==> config.mk <==
export PLATFORM = sky130hd
export DESIGN_NAME = multicycle_shifter
export DESIGN_NICKNAME = d
export VERILOG_FILES = /design/src/rtl/multicycle_shifter.sv
export SDC_FILE = /design/constraint.sdc
export NUM_CORES = 1
export LEC_CHECK = 0
export ABC_CLOCK_PERIOD_IN_PS = 5390
export BUFFER_PORTS_ARGS = -buffer_cell sky130_fd_sc_hd__buf_4
export CAP_MARGIN = 25
export CORE_MARGIN = 5
export CORE_UTILIZATION = 40
export CTS_CLUSTER_DIAMETER = 50
export DETAILED_ROUTE_END_ITERATION = 6
export GPL_TIMING_DRIVEN = 1
export PLACE_DENSITY_LB_ADDON = 0.25
export SETUP_SLACK_MARGIN = 0.1
export SLEW_MARGIN = 10
export SYNTH_ARGS = -nofsm -noshare
export SYNTH_HDL_FRONTEND = slang
export SYNTH_SLANG_ARGS = --single-unit
==> constraint.sdc <==
create_clock -name clk -period 5.39 [get_ports clk]
set_input_delay 0.2695 -clock clk [delete_from_list [all_inputs] [get_ports clk]]
set_output_delay 0.2695 -clock clk [all_outputs]
set_load 0.02 [all_outputs]
==> src/rtl/multicycle_shifter.sv <==
// Iterative shifter: SLL/SRL/SRA/ROR by shamt, at most STEP bits per clock.
// Area-reduced companion to the single-cycle execute ALU.
module multicycle_shifter #(
  parameter int WIDTH = 32,
  parameter int SHW   = $clog2(WIDTH),
  parameter int STEP  = 4
) (
  input  logic             clk,
  input  logic             rst,
  input  logic             start,
  input  logic [1:0]       mode,
  input  logic [WIDTH-1:0] in_data,
  input  logic [SHW-1:0]   shamt,
  output logic             busy,
  output logic             done,
  output logic [WIDTH-1:0] out_data
);

  typedef enum logic [1:0] {
    IDLE  = 2'd0,
    SHIFT = 2'd1,
    DONE  = 2'd2
  } state_t;

  localparam logic [1:0] OP_SLL = 2'b00;
  localparam logic [1:0] OP_SRL = 2'b01;
  localparam logic [1:0] OP_SRA = 2'b10;
  localparam logic [1:0] OP_ROR = 2'b11;

  localparam logic [SHW:0] STEP_K  = (SHW+1)'(STEP);
  localparam logic [SHW:0] WIDTH_K = (SHW+1)'(WIDTH);

  state_t           state_q, state_d;
  logic [WIDTH-1:0] acc_q, acc_d;
  logic [SHW-1:0]   rem_q, rem_d;
  logic [1:0]       op_q, op_d;
  logic [WIDTH-1:0] out_q, out_d;

  logic [SHW:0]     rem_x;
  logic [SHW:0]     k;
  logic [SHW-1:0]   rem_left;
  logic [WIDTH-1:0] shifted;

  // k = min(rem, STEP); never exceeds rem, so rem cannot underflow
  always_comb begin
    rem_x    = {1'b0, rem_q};
    k        = (rem_x < STEP_K) ? rem_x : STEP_K;
    rem_left = rem_q - k[SHW-1:0];
  end

  always_comb begin
    shifted = acc_q;
    unique case (op_q)
      OP_SLL: shifted = acc_q << k;
      OP_SRL: shifted = acc_q >> k;
      OP_SRA: shifted = $unsigned($signed(acc_q) >>> k);
      OP_ROR: shifted = (acc_q >> k) | (acc_q << (WIDTH_K - k));
      default: shifted = acc_q;
    endcase
  end

  always_comb begin
    state_d = state_q;
    acc_d   = acc_q;
    rem_d   = rem_q;
    op_d    = op_q;
    out_d   = out_q;
    unique case (state_q)
      IDLE: begin
        if (start) begin
          acc_d = in_data;
          rem_d = shamt;
          op_d  = mode;
          if (shamt == '0) begin
            out_d   = in_data;
            state_d = DONE;
          end else begin
            state_d = SHIFT;
          end
        end
      end
      SHIFT: begin
        acc_d = shifted;
        rem_d = rem_left;
        if (rem_left == '0) begin
          out_d   = shifted;
          state_d = DONE;
        end
      end
      DONE:    state_d = IDLE;
      default: state_d = IDLE;
    endcase
  end

  always_ff @(posedge clk) begin
    if (rst) begin
      state_q <= IDLE;
      acc_q   <= '0;
      rem_q   <= '0;
      op_q    <= '0;
      out_q   <= '0;
    end else begin
      state_q <= state_d;
      acc_q   <= acc_d;
      rem_q   <= rem_d;
      op_q    <= op_d;
      out_q   <= out_d;
    end
  end

  assign busy     = (state_q != IDLE);
  assign done     = (state_q == DONE);
  assign out_data = out_q;

endmodule

**Word-level counts from Yosys, hierarchy flattened**

Index checks and enable logic that the tools add are counted.

- Reductions and logical operators: 10
- Muxes and demuxes: 14
- Add/subtract/negate cells: 2
- Equality and inequality tests: 8
- Bitwise gates (word level): 1
- Shift-type cells: 4
- $lt $le $gt $ge: 1

Operators by type and width:

| operator | count |
|---|---|
| two-way mux 32 bit | 4 |
| case mux 32 bit (2 select lines) | 2 |
| case mux 32 bit (4 select lines) | 1 |
| OR 32 bit | 1 |
| << shifter 32 x 5 -> 32 bit | 1 |
| << shifter 32 x 6 -> 32 bit | 1 |
| right shift 32 x 5 -> 32 bit | 1 |
| >>> shifter 32 x 5 -> 32 bit | 1 |
| zero test 5 bit | 2 |
| two-way mux 5 bit | 2 |
| case mux 5 bit (2 select lines) | 1 |
| == test 2 bit (second input constant) | 3 |
| two-way mux 2 bit | 3 |
| != test 2 bit (second input constant) | 3 |
| AND reduction 2 bit | 3 |
| subtractor 6 x 5 -> 6 bit (first input constant) | 1 |
| < comparator 5 x 3 -> 1 bit (second input constant) | 1 |
| subtractor 5 bit | 1 |
| == test 2 x 1 -> 1 bit (second input constant) | 2 |
| zero test 2 bit | 2 |
| case mux 2 bit (2 select lines) | 1 |
| AND reduction 4 bit | 1 |
| nonzero test 2 bit | 2 |

- Bits of input ports: 42
- Register bits: 73

**Logic depth before layout (Yosys ltp)**

Gate-level depths: netlist (run 1).

- Depth in word-level cells: 8
- Depth in mapped cells: 14
- Gate-level depth less buffers: 9

**Least setup slack after synthesis (run 1)**

OpenSTA, ideal clock, no wires.

- Kind: reg2reg
- From: register rem_q[1]
- To: register out_q[12], in the netlist out_data[12]
- Cell stages (with the launch flop): 13
- Required time: 5.321 ns
- Buffers on the path: 4
- Library setup time: 0.069 ns
- Arrival time: 3.071 ns
- Setup slack: 2.250 ns
- Path through: dfxtp_1 -> buf_2 -> buf_2 -> buf_2 -> clkbuf_1 -> nand2_1 -> ha_1 -> or3_1 -> a2bb2o_1 -> o2111ai_1 -> and2_1 -> or4_1 -> o21ai_1

- Cells in the longest elaborated chain, start to end: 8

RTL lines:

| item | line | source |
|---|---|---|
| start: declaration | 35 | `logic [SHW-1:0] rem_q, rem_d;` |
| start signal: assignment | 105 | `rem_q <= rem_d;` |
| < comparator 5 x 3 -> 1 bit | 47 | `k = (rem_x < STEP_K) ? rem_x : STEP_K;` |
| two-way mux 5 bit | 47 |  |
| subtractor 6 x 5 -> 6 bit | 57 | `OP_ROR: shifted = (acc_q >> k) \| (acc_q << (WIDTH_K - k));` |
| << shifter 32 x 6 -> 32 bit | 57 |  |
| OR 32 bit | 57 |  |
| case mux 32 bit (4 select lines) | 53 | `unique case (op_q)` |
| two-way mux 32 bit | 85 | `if (rem_left == '0) begin` |
| case mux 32 bit (2 select lines) | 68 | `unique case (state_q)` |
| end signal: assignment | 107 | `out_q <= out_d;` |
| end: declaration | 37 | `logic [WIDTH-1:0] out_q, out_d;` |

Parallel ways exist; a longest one is shown, timed or not. The select of a mux whose other input is x is not followed.
A chain may end at the register's enable or synchronous reset.

**Worst setup path in the final report (run 1)**

- From: register rem_q[2]
- To: register acc_q[24]

- Cells in the longest elaborated chain, start to end: 7

RTL lines:

| item | line | source |
|---|---|---|
| < comparator 5 x 3 -> 1 bit | 47 |  |
| two-way mux 5 bit * | 47 |  |
| subtractor 6 x 5 -> 6 bit | 57 |  |
| << shifter 32 x 6 -> 32 bit | 57 |  |
| OR 32 bit | 57 |  |
| case mux 32 bit (4 select lines) * | 53 |  |
| case mux 32 bit (2 select lines) * | 68 |  |
| end signal: assignment | 98 | `acc_q <= '0;` |
| end signal: assignment | 104 | `acc_q <= acc_d;` |
| end: declaration | 34 | `logic [WIDTH-1:0] acc_q, acc_d;` |

Every way passes the cells marked *; elsewhere a longest branch is shown, timed or not.

==> qor.yml, run 1 <==
floorplanning:
  initial_core_util: 0.4079
  core_area_um2: 15940
  die_y_um: 137.5
  boundaryPins: 76
  die_w_um: 137.5
  rows: 46
  die-area_um2: 18910
synthesis:
  synth_edf_count: 0
  async_reset_ff_frac: 0
  synth-seq-cells: 73
  yosysSeqAreaShare: 0.2247
  synth.area.top_cells: "dfxtp_1 22%, mux4_2 7.6%, nand2_1 5.9%, a21oi_1 4.8%, mux2i_1 4.8%"
  synthesis.nets: 881
  yosys.area.top_type: "dfxtp_1"
  synth_compound_area_frac: 0.2955
  synth_top_area_frac: 0.2247
  syn_inst: 837
  netlist_area_um2: 6504
  syn_area_per_cell_um2: 7.770
  synth_ff_type: "dfxtp_1"
  synth_mux_area_frac: 0.1668
  ys_warn_count: 0
  synthSimpleGateAreaFrac: 0.2266
  synthAdderAreaFrac: 0.003848
  synth-xor-area-share: 0.001347
  synth_top_family_by_area: "compound AO/OA/AOI/OAI gates"
  synth_cell_types: 84
pwr:
  clkPwrFrac: 0.278
  cellPowerDensity_nw_per_um2: 298.4
  power_switching_share: 0.4157
  comb_power_share: 0.384
  peakVddDrop_uv: 207.8
  p_leak_nw: 2.579
  power_mw: 2.167
  switching_power_mw: 0.9009
  internal_power_mw: 1.266
  pwr-share-seq: 0.337
cts:
  path_clk_slew_ns: 0.06
  clk_path_buf_depth: 2
  ctsResizeCount: 0
  cts_sinks: 73
  cts_inserted_buffers: 9
  hold_buffers: 0
  clock-root-buffer: "clkbuf_16"
  ctsHtreeMaxLevel: 3
  cts_tree: "built"
  cts_setup_buffers: 0
  worstSkewPairLatency_ns: 0.36
place:
  numPortBuffers: 75
  place_congestion: 0.9926
  detailed_place_hpwl_um: 16250
  place_ws_ns: 1.408
global_route:
  groute.usage.overall: 0.2658
  grt_overflow: 0
  grt_pass1_wl_um: 38760
  antenna_found_initial: 0
  grt_pass1_vias: 6579
  grt_max_degree: 83
timing:
  rsz0062_at_grt: "false"
  max_clock_freq_mhz: 243.0
  worstMarginPinSlew_ns: 1.059
  setup_ws_ns: 1.275
  post-route-period-util: 0.7635
  slew_headroom: 0.2911
  slew_viol_final: 0
  hold_viol_final: 0
  min_period_ns: 4.115
  clock_skew_ns: 0.006415
  tns_ns: 0
  setup_viol: 0
setup_path:
  cp.arrival_ns: 4.39
  endpoint: "acc_q[24]"
  worstPathRequired_ns: 5.67
  rrSetupSlack_ns: 1.27
  crit_path_end_kind: "flop"
  worstReg2RegStart: "rem_q[2]"
  critPathLaunch: "rem_q[2]"
  r2r_end: "acc_q[24]"
  start_kind: "flop"
  cp_max_fo: 19
  rr_worst_depth: 10
  critPathKind: "reg -> reg"
routing:
  vias: 6964
  viasPerCell: 6.639
  ant_nets: 0
  first_iter_violations: 1099
  drc: 0
  wl_per_cell_um: 23.89
  firstDrtPassIters: 7
  routed_wl_um: 25060
layout:
  fin_nets: 872
  seqCellArea_um2: 1463
  drive_above_1_share: 0.2149
  fillers: 1659
  final_common_cell: "nand2_1"
  multiInputGateArea_um2: 4539
  final_cell_mix: "102 x nand2_1, 90 x buf_4, 75 x nor2_1"
  antenna_cells: 0
  area_growth_pct: 11.68
status:
  status: "finished, final reports clean"
flow_run:
  drv_cap: 0
hold_path:
  hp-class: "in -> reg"
[worst max-delay path, cell delays in order (launching register included)]
cell,delay (ns)
dfxtp_1,0.49
nor4b_4,0.33
buf_4,0.32
inv_2,0.18
ha_1,0.75
inv_1,0.38
nor3_1,0.78
a221oi_1,0.22
a211oi_1,0.34
nand2_1,0.09
a21oi_1,0.13
[final cells by class]
cell class                 count  area share
clock buffer                  11     0.03204
inverter                       7    0.003618
clock inverter                 5    0.007752
sequential                    73      0.2014
timing repair buffer          90     0.09302
tap                          216     0.03721
multi-input combinational    647      0.6250
[power groups by stage]
stage / clock network [mW] / registers [mW] / logic, mW
6_report: 0.604 / 0.731 / 0.832
5_1_grt: 0.634 / 0.737 / 0.888
4_1_cts: 0.617 / 0.724 / 0.813
3_5_place_dp: 0 / 0.736 / 0.809
3_3_place_gp: 0 / 0.736 / 0.809
2_1_floorplan: 0 / 0.637 / 0.655
[cells by family after synthesis]
family | after synthesis
adder cells (fa/ha/maj) | 2
flip-flops | 73
AND/OR/NAND/NOR | 298
multiplexers | 77
AO/OA/AOI/OAI | 268
buffers and inverters | 117
XOR/XNOR | 1
other | 1
[flip-flops by register name, summed over array words and instances, names as in the netlist]
register,flops
acc_q,32
op_q,2
state_q,2
out_data,32
rem_q,5
[how the worst min path moves through the flow]
stage	start	to	slack (ns)	cells past startpoint
after floorplan	mode[0]	op_q[0]	0.41	2
final	mode[1]	op_q[1]	0.17	3
after global placement	out_data[10]	out_data[10]	0.45	2
after detailed placement	out_data[1]	out_data[1]	0.45	2
after global routing	mode[1]	op_q[1]	0.18	3
after CTS	mode[1]	op_q[1]	0.16	3
[stage by stage]
stage,utilization,area [µm²],hold WS (ns),std cells
after floorplan,-,6504,0.4055,837
after global placement,0.4375,6974,0.4478,1033
after detailed placement,0.4375,6974,0.4511,1033
after CTS,0.4556,7263,0.1569,1049
after global routing,0.4556,7263,0.1825,1049
final,0.4556,7263,0.1651,1049
[layer usage]
metal | global-route usage | share of wire | up-vias
met4 | 0.1208 | 0.040 | 0
met5 | 0 | 0 | -
li1 | - | - | 3142
met3 | 0.05478 | 0.10 | 86
met2 | 0.3932 | 0.43 | 424
met1 | 0.3706 | 0.43 | 3312
[cell usage after synthesis (8+ instances only)]
master / count
dfxtp_1: 73
a211o_1: 8
nand3_1: 27
nor3_1: 15
o22ai_1: 11
buf_2: 25
nand3b_1: 22
o211ai_1: 15
a31oi_1: 16
a211oi_1: 27
mux4_2: 22
o221ai_1: 8
o21ai_0: 30
nand2_1: 102
buf_1: 8
mux2_2: 21
a221oi_1: 13
nand2b_1: 11
a21oi_1: 63
mux2i_1: 31
clkbuf_1: 67
nor2_1: 76
No activity file was read; power rests on OpenSTA's default activity.
==> run 2: changes to the inputs <==
ABC_CLOCK_PERIOD_IN_PS = 3600   (was 5390)
clock period = 3.6 ns   (was 5.39 ns; I/O delays follow)
==> run 2 against run 1 <==
  * The flow now finishes with violations (DRC)
  * Clock power up 58%
  * Via count down 0.23%
  * Total power up 54%
  * First-iteration DRC count down 11%
  * Cell count up 1.1%
  * Die area unchanged
  * Combinational power up 54%
  * Clock-buffer cell count down 1
  * Global-route usage down 0.12 points
  * Setup slack worse by 0.88 ns
  * Critical path type unchanged
  * Largest power group unchanged
==> qor.yml, run 2 (same netlist as run 1, synthesis figures left out) <==
floorplanning:
  core_area_um2: 15940  # unchanged
  boundaryPins: 76  # unchanged
  die_w_um: 137.5  # unchanged
  rows: 46  # unchanged
  die_y_um: 137.5  # unchanged
  initial_core_util: 0.4079  # unchanged
  die-area_um2: 18910  # unchanged
timing:
  post-route-period-util: 0.8893  # +0.1257
  setup_viol: 0  # unchanged
  slew_viol_final: 0  # unchanged
  max_clock_freq_mhz: 312.4  # +29%
  hold_viol_final: 0  # unchanged
  worstMarginPinSlew_ns: 0.8339  # -0.2256 ns
  tns_ns: 0  # unchanged
  clock_skew_ns: 0.009586  # +0.003171 ns
  rsz0062_at_grt: "false"
  slew_headroom: 0.4391  # +0.1480
  hold_ws_ns: 0.06296  # -0.1022 ns
  min_period_ns: 3.201  # -0.9141 ns
setup_path:
  critPathKind: "reg -> reg"
  cp_slowest_cell: "a21boi_0"
  cp_max_fo: 53  # +34
  start_kind: "flop"
  slowest_delay_ns: 0.76  # -0.02 ns
  cp_top_family: "compound AO/OA/AOI/OAI gates"
  path_cells: "nor4b_4, inv_2, buf_4, a21boi_0, a2111oi_1, a2111oi_2, o41ai_2"
  cp.arrival_ns: 3.42  # -0.97 ns
  worstPathRequired_ns: 3.82  # -1.85 ns
  worst-path-buf-inv: 2  # -1
  crit_path_end_kind: "flop"
cts:
  ctsHtreeMaxLevel: 3  # unchanged
  clock-root-buffer: "clkbuf_16"
  hold_buffers: 0  # unchanged
  cts_setup_buffers: 0  # unchanged
  cts_inserted_buffers: 9  # unchanged
  cts_sinks: 73  # unchanged
  cts_tree: "built"
  worstSkewPairLatency_ns: 0.36  # about the same
  path_clk_slew_ns: 0.06  # about the same
  clk_path_buf_depth: 2  # unchanged
  ctsResizeCount: 0  # unchanged
pwr:
  power_switching_share: 0.4140  # -0.001639
  switching_power_mw: 1.378  # +53%
  pwr-share-seq: 0.329  # -0.008
  comb_power_share: 0.384  # about the same
  power_mw: 3.329  # +54%
  clkPwrFrac: 0.287  # +0.009
  peakVddDrop_uv: 247.9  # +19%
  internal_power_mw: 1.951  # +54%
  p_leak_nw: 2.656  # +3.0%
  cellPowerDensity_nw_per_um2: 449.4  # +51%
routing:
  first_iter_violations: 978  # -11%
  vias: 6948  # -0.23%
  ant_nets: 0  # unchanged
  wl_per_cell_um: 23.31  # -2.4%
  routed_wl_um: 24730  # -1.3%
  firstDrtPassIters: 7  # unchanged
  viasPerCell: 6.549  # -1.4%
  drc: 2  # +2
global_route:
  grt_pass1_vias: 6612  # +0.50%
  grt_max_degree: 83  # unchanged
  grt_overflow: 0  # unchanged
  antenna_found_initial: 0  # unchanged
  groute.usage.overall: 0.2646  # -0.001176
  grt_pass1_wl_um: 38700  # -0.14%
layout:
  fillers: 1629  # -1.8%
  final_cell_mix: "102 x nand2_1, 99 x buf_4, 75 x nor2_1"
  antenna_cells: 0  # unchanged
  fin_area_um2: 7408  # +2.0%
  fin_nets: 884  # +1.4%
  area_growth_pct: 13.91
  final_common_cell: "nand2_1"
  postLayoutCoreUtil: 0.4647  # +0.009104
  drive_above_1_share: 0.2284  # +0.01352
status:
  status: "finished with violations"
  violations: "DRC"
place:
  place_congestion: 0.9788  # -1.4%
  detailed_place_hpwl_um: 16460  # +1.3%
  numPortBuffers: 75  # unchanged
  placed_area_um2: 7102  # +1.8%
hold_path:
  hp-class: "in -> reg"
flow_run:
  drv_cap: 0  # unchanged
==> run 2: cell count changes in the layout (fill, tap and decap cells not counted) <==
cell and change:
buf_4 +9, buf_12 +3, clkbuf_1 -2, clkbuf_8 +1, clkinv_2 -1, clkinv_4 +1, clkinvlp_4 +1
==> run 2: per-stage QoR <==
stage | std cells | setup slack (ns)
6_report | 1061 | 0.3987
5_1_grt | 1061 | 0.2478
4_1_cts | 1061 | 0.4858
2_1_floorplan | 837 | 0.4597
3_3_place_gp | 1045 | 0.5795
3_5_place_dp | 1045 | 0.4952
==> run 2: final cells by class <==
type / instances / area [µm²] / share of cell area
clock inverters: 6 / 67.56 / 0.009120
well taps: 216 / 270.3 / 0.03648
multi-input cells: 647 / 4539 / 0.6127
inverters: 7 / 26.28 / 0.003547
flip-flops and latches: 73 / 1463 / 0.1974
repair buffers: 102 / 803.3 / 0.1084
clock buffers: 10 / 239.0 / 0.03226
==> run 2: power by group through the flow <==
stage	clock network, mW	registers, mW	logic, mW
after floorplan	0	0.953	0.981
after CTS	0.973	1.08	1.25
after global routing	0.999	1.10	1.37
after detailed placement	0	1.10	1.25
final	0.955	1.09	1.28
after global placement	0	1.10	1.25
==> run 2: metal layers <==
layer	global-route usage	wire (µm)	part of all wire
met5	0	0	0
met4	0.1297	956	0.039
met3	0.06099	2570	0.10
met2	0.3842	10670	0.43
met1	0.3670	10540	0.43
==> run 2: tightest hold or removal path: cells and delay by family <==
| family | cells | cell delay (ns) |
|---|---|---|
| AOI/OAI and AO/OA | 1 | 0.05 |
| buffers and inverters | 1 | 0.11 |
| and+or+nand+nor | 1 | 0.04 |
==> run 2: worst paths after layout <==
check             depth (start not counted)      endpoint        start  slack, ns
setup / recovery                          7  out_data[14]     rem_q[2]       0.40
hold / removal                            3       op_q[0]      mode[0]       0.06
setup reg to reg                          7  out_data[14]     rem_q[2]       0.40
hold reg to reg                           2   out_data[0]  out_data[0]       0.46
==> run 3: changes to the inputs <==
ABC_CLOCK_PERIOD_IN_PS = 2750   (was 3600)
clock period = 2.75 ns   (was 3.6 ns; I/O delays follow)
==> run 3 against run 2 <==
  * The run now ends clean
  * Non-clock buffer count rose by 32
  * Combinational power increased by 48%
  * Fmax is 25% higher
  * Largest cell class unchanged
  * Via count grew 4.1%
  * Critical path depth is 3 higher
  * Critical endpoint unchanged
  * Critical path type unchanged
  * Clock power up 32%
  * Die area stayed put
  * Largest power group unchanged
  * Setup slack got worse by 0.22 ns
==> qor.yml, run 3 (same netlist as run 1, synthesis figures left out) <==
floorplanning:
  core_area_um2: 15940  # unchanged
  die_w_um: 137.5  # unchanged
  die_y_um: 137.5  # unchanged
  boundaryPins: 76  # unchanged
  rows: 46  # unchanged
  initial_core_util: 0.4079  # unchanged
  die-area_um2: 18910  # unchanged
setup_path:
  start_kind: "flop"
  cp.arrival_ns: 2.78  # -0.64 ns
  rr_worst_depth: 10  # +3
  cp_max_fo: 7  # -87%
  crit_path_end_kind: "flop"
  rrSetupSlack_ns: 0.18  # -0.22 ns
  worstPathRequired_ns: 2.96  # -0.86 ns
  critPathKind: "reg -> reg"
global_route:
  antenna_found_initial: 0  # unchanged
  grt_pass1_vias: 6800  # +2.8%
  grt_max_degree: 83  # unchanged
  grt_pass1_wl_um: 39960  # +3.2%
  groute.usage.overall: 0.2750  # +0.01039
  grt_overflow: 0  # unchanged
cts:
  cts_tree: "built"
  clock-root-buffer: "clkbuf_16"
  ctsHtreeMaxLevel: 3  # unchanged
  cts_sinks: 73  # unchanged
  clk_path_buf_depth: 2  # unchanged
  cts_inserted_buffers: 9  # unchanged
  path_clk_slew_ns: 0.06  # about the same
  worstSkewPairLatency_ns: 0.36  # about the same
timing:
  worstMarginPinSlew_ns: 0.8486  # +0.01473 ns
  post-route-period-util: 0.9340  # +0.04476
  clock_skew_ns: 0.01226  # +0.002673 ns
  min_period_ns: 2.569  # -0.6328 ns
  max_clock_freq_mhz: 389.3  # +25%
  hold_viol_final: 0  # unchanged
  setup_viol: 0  # unchanged
  slew_viol_final: 0  # unchanged
  hold_ws_ns: 0.03944  # -0.02352 ns
  slew_headroom: 0.4343  # -0.004830
  rsz0062_at_grt: "true"
  tns_ns: 0  # unchanged
routing:
  ant_nets: 0  # unchanged
  firstDrtPassIters: 5  # -2
  first_iter_violations: 1094  # +12%
  routed_wl_um: 25630  # +3.6%
  vias: 7230  # +4.1%
  wl_per_cell_um: 23.43  # +0.52%
  viasPerCell: 6.609  # +0.92%
  drc: 0  # -2
flow_run:
  drv_cap: 0  # unchanged
layout:
  fillers: 1570  # -3.6%
  antenna_cells: 0  # unchanged
  fin_nets: 917  # +3.7%
  final_cell_mix: "122 x buf_4, 102 x nand2_1, 75 x nor2_1"
  drive_above_1_share: 0.2859  # +0.05747
  final_common_cell: "buf_4"
  area_growth_pct: 21.91
pwr:
  cellPowerDensity_nw_per_um2: 577.1  # +28%
  peakVddDrop_uv: 297.0  # +20%
  power_mw: 4.576  # +37%
  p_leak_nw: 2.885  # +8.6%
status:
  status: "finished, final reports clean"
place:
  place_congestion: 1.003  # +2.4%
  detailed_place_hpwl_um: 17120  # +4.0%
  numPortBuffers: 75  # unchanged
hold_path:
  hp-class: "in -> reg"
  min_path_cells: 3  # unchanged
==> run 3: changes by cell type in the layout (fill, tap and decap cells not counted), moves of 3 or more <==
| cell | change |
|---|---|
| buf_4 | +23 |
| buf_12 | +5 |
| mux2i_1 | -5 |
| buf_6 | +3 |
| dfxtp_1 | -3 |
| dfxtp_2 | +3 |
| mux2i_4 | +3 |
==> run 3: final cells by class <==
cell class	instances	area [µm²]	area share
clock inverters	4	50.05	0.006312
inverters	7	28.78	0.003629
flip-flops and latches	73	1466	0.1849
repair buffers	134	1125	0.1419
multi-input cells	648	4722	0.5956
clock buffers	12	266.5	0.03361
well taps	216	270.3	0.03409
==> run 3: worst paths after layout <==
| kind | start | end |
|---|---|---|
| max reg2reg | rem_q[4] | out_data[14] |
| min reg2reg | out_data[1] | out_data[1] |
| min | mode[1] | op_q[1] |
| max | rem_q[4] | out_data[14] |
==> run 3: what timing repair did <==
item	CTS	global route
cloned	0	1
buffers inserted	0	8
hold buffers	0	0
pin swaps	0	12
gates resized for setup	1	25
endpoints found under the hold margin	0	0
setup endpoints to repair	9	40
==> run 3: routing by layer <==
layer / GRT usage / routed length [µm] / up-vias
met2: 0.4029 / 11350 / 470
li1: - / - / 3240
met1: 0.3862 / 10810 / 3453
met4: 0.1153 / 898 / 0
met3: 0.06392 / 2576 / 67
met5: 0 / 0 / -
==> run 3: metrics by stage <==
stage / utilization / instances / setup WS, ns / instance area [µm²]
after floorplan: - / 837 / 0.01733 / 6714
after global placement: 0.4648 / 1069 / 0.1219 / 7411
after detailed placement: 0.4648 / 1069 / 0.07648 / 7411
after CTS: 0.4848 / 1085 / 0.1177 / 7729
after global routing: 0.4973 / 1094 / 0.07300 / 7929
final: 0.4973 / 1094 / 0.1815 / 7929
==> run 3: worst max-delay path: stages (launching register included) <==
cell	delay [ns]
dfxtp_2	0.35
nor4b_4	0.33
inv_2	0.11
ha_4	0.41
buf_4	0.16
mux2i_2	0.28
nand2_1	0.08
nand3_1	0.07
a31oi_1	0.14
a2111oi_4	0.37
o41ai_2	0.11
==> run 3: power breakdown <==
group | total, mW | internal, mW | leakage, nW | switching [mW]
Combinational | 1.90 | 0.803 | 2.13 | 1.10
Clock | 1.26 | 0.775 | 0.151 | 0.481
Sequential | 1.42 | 1.15 | 0.599 | 0.261
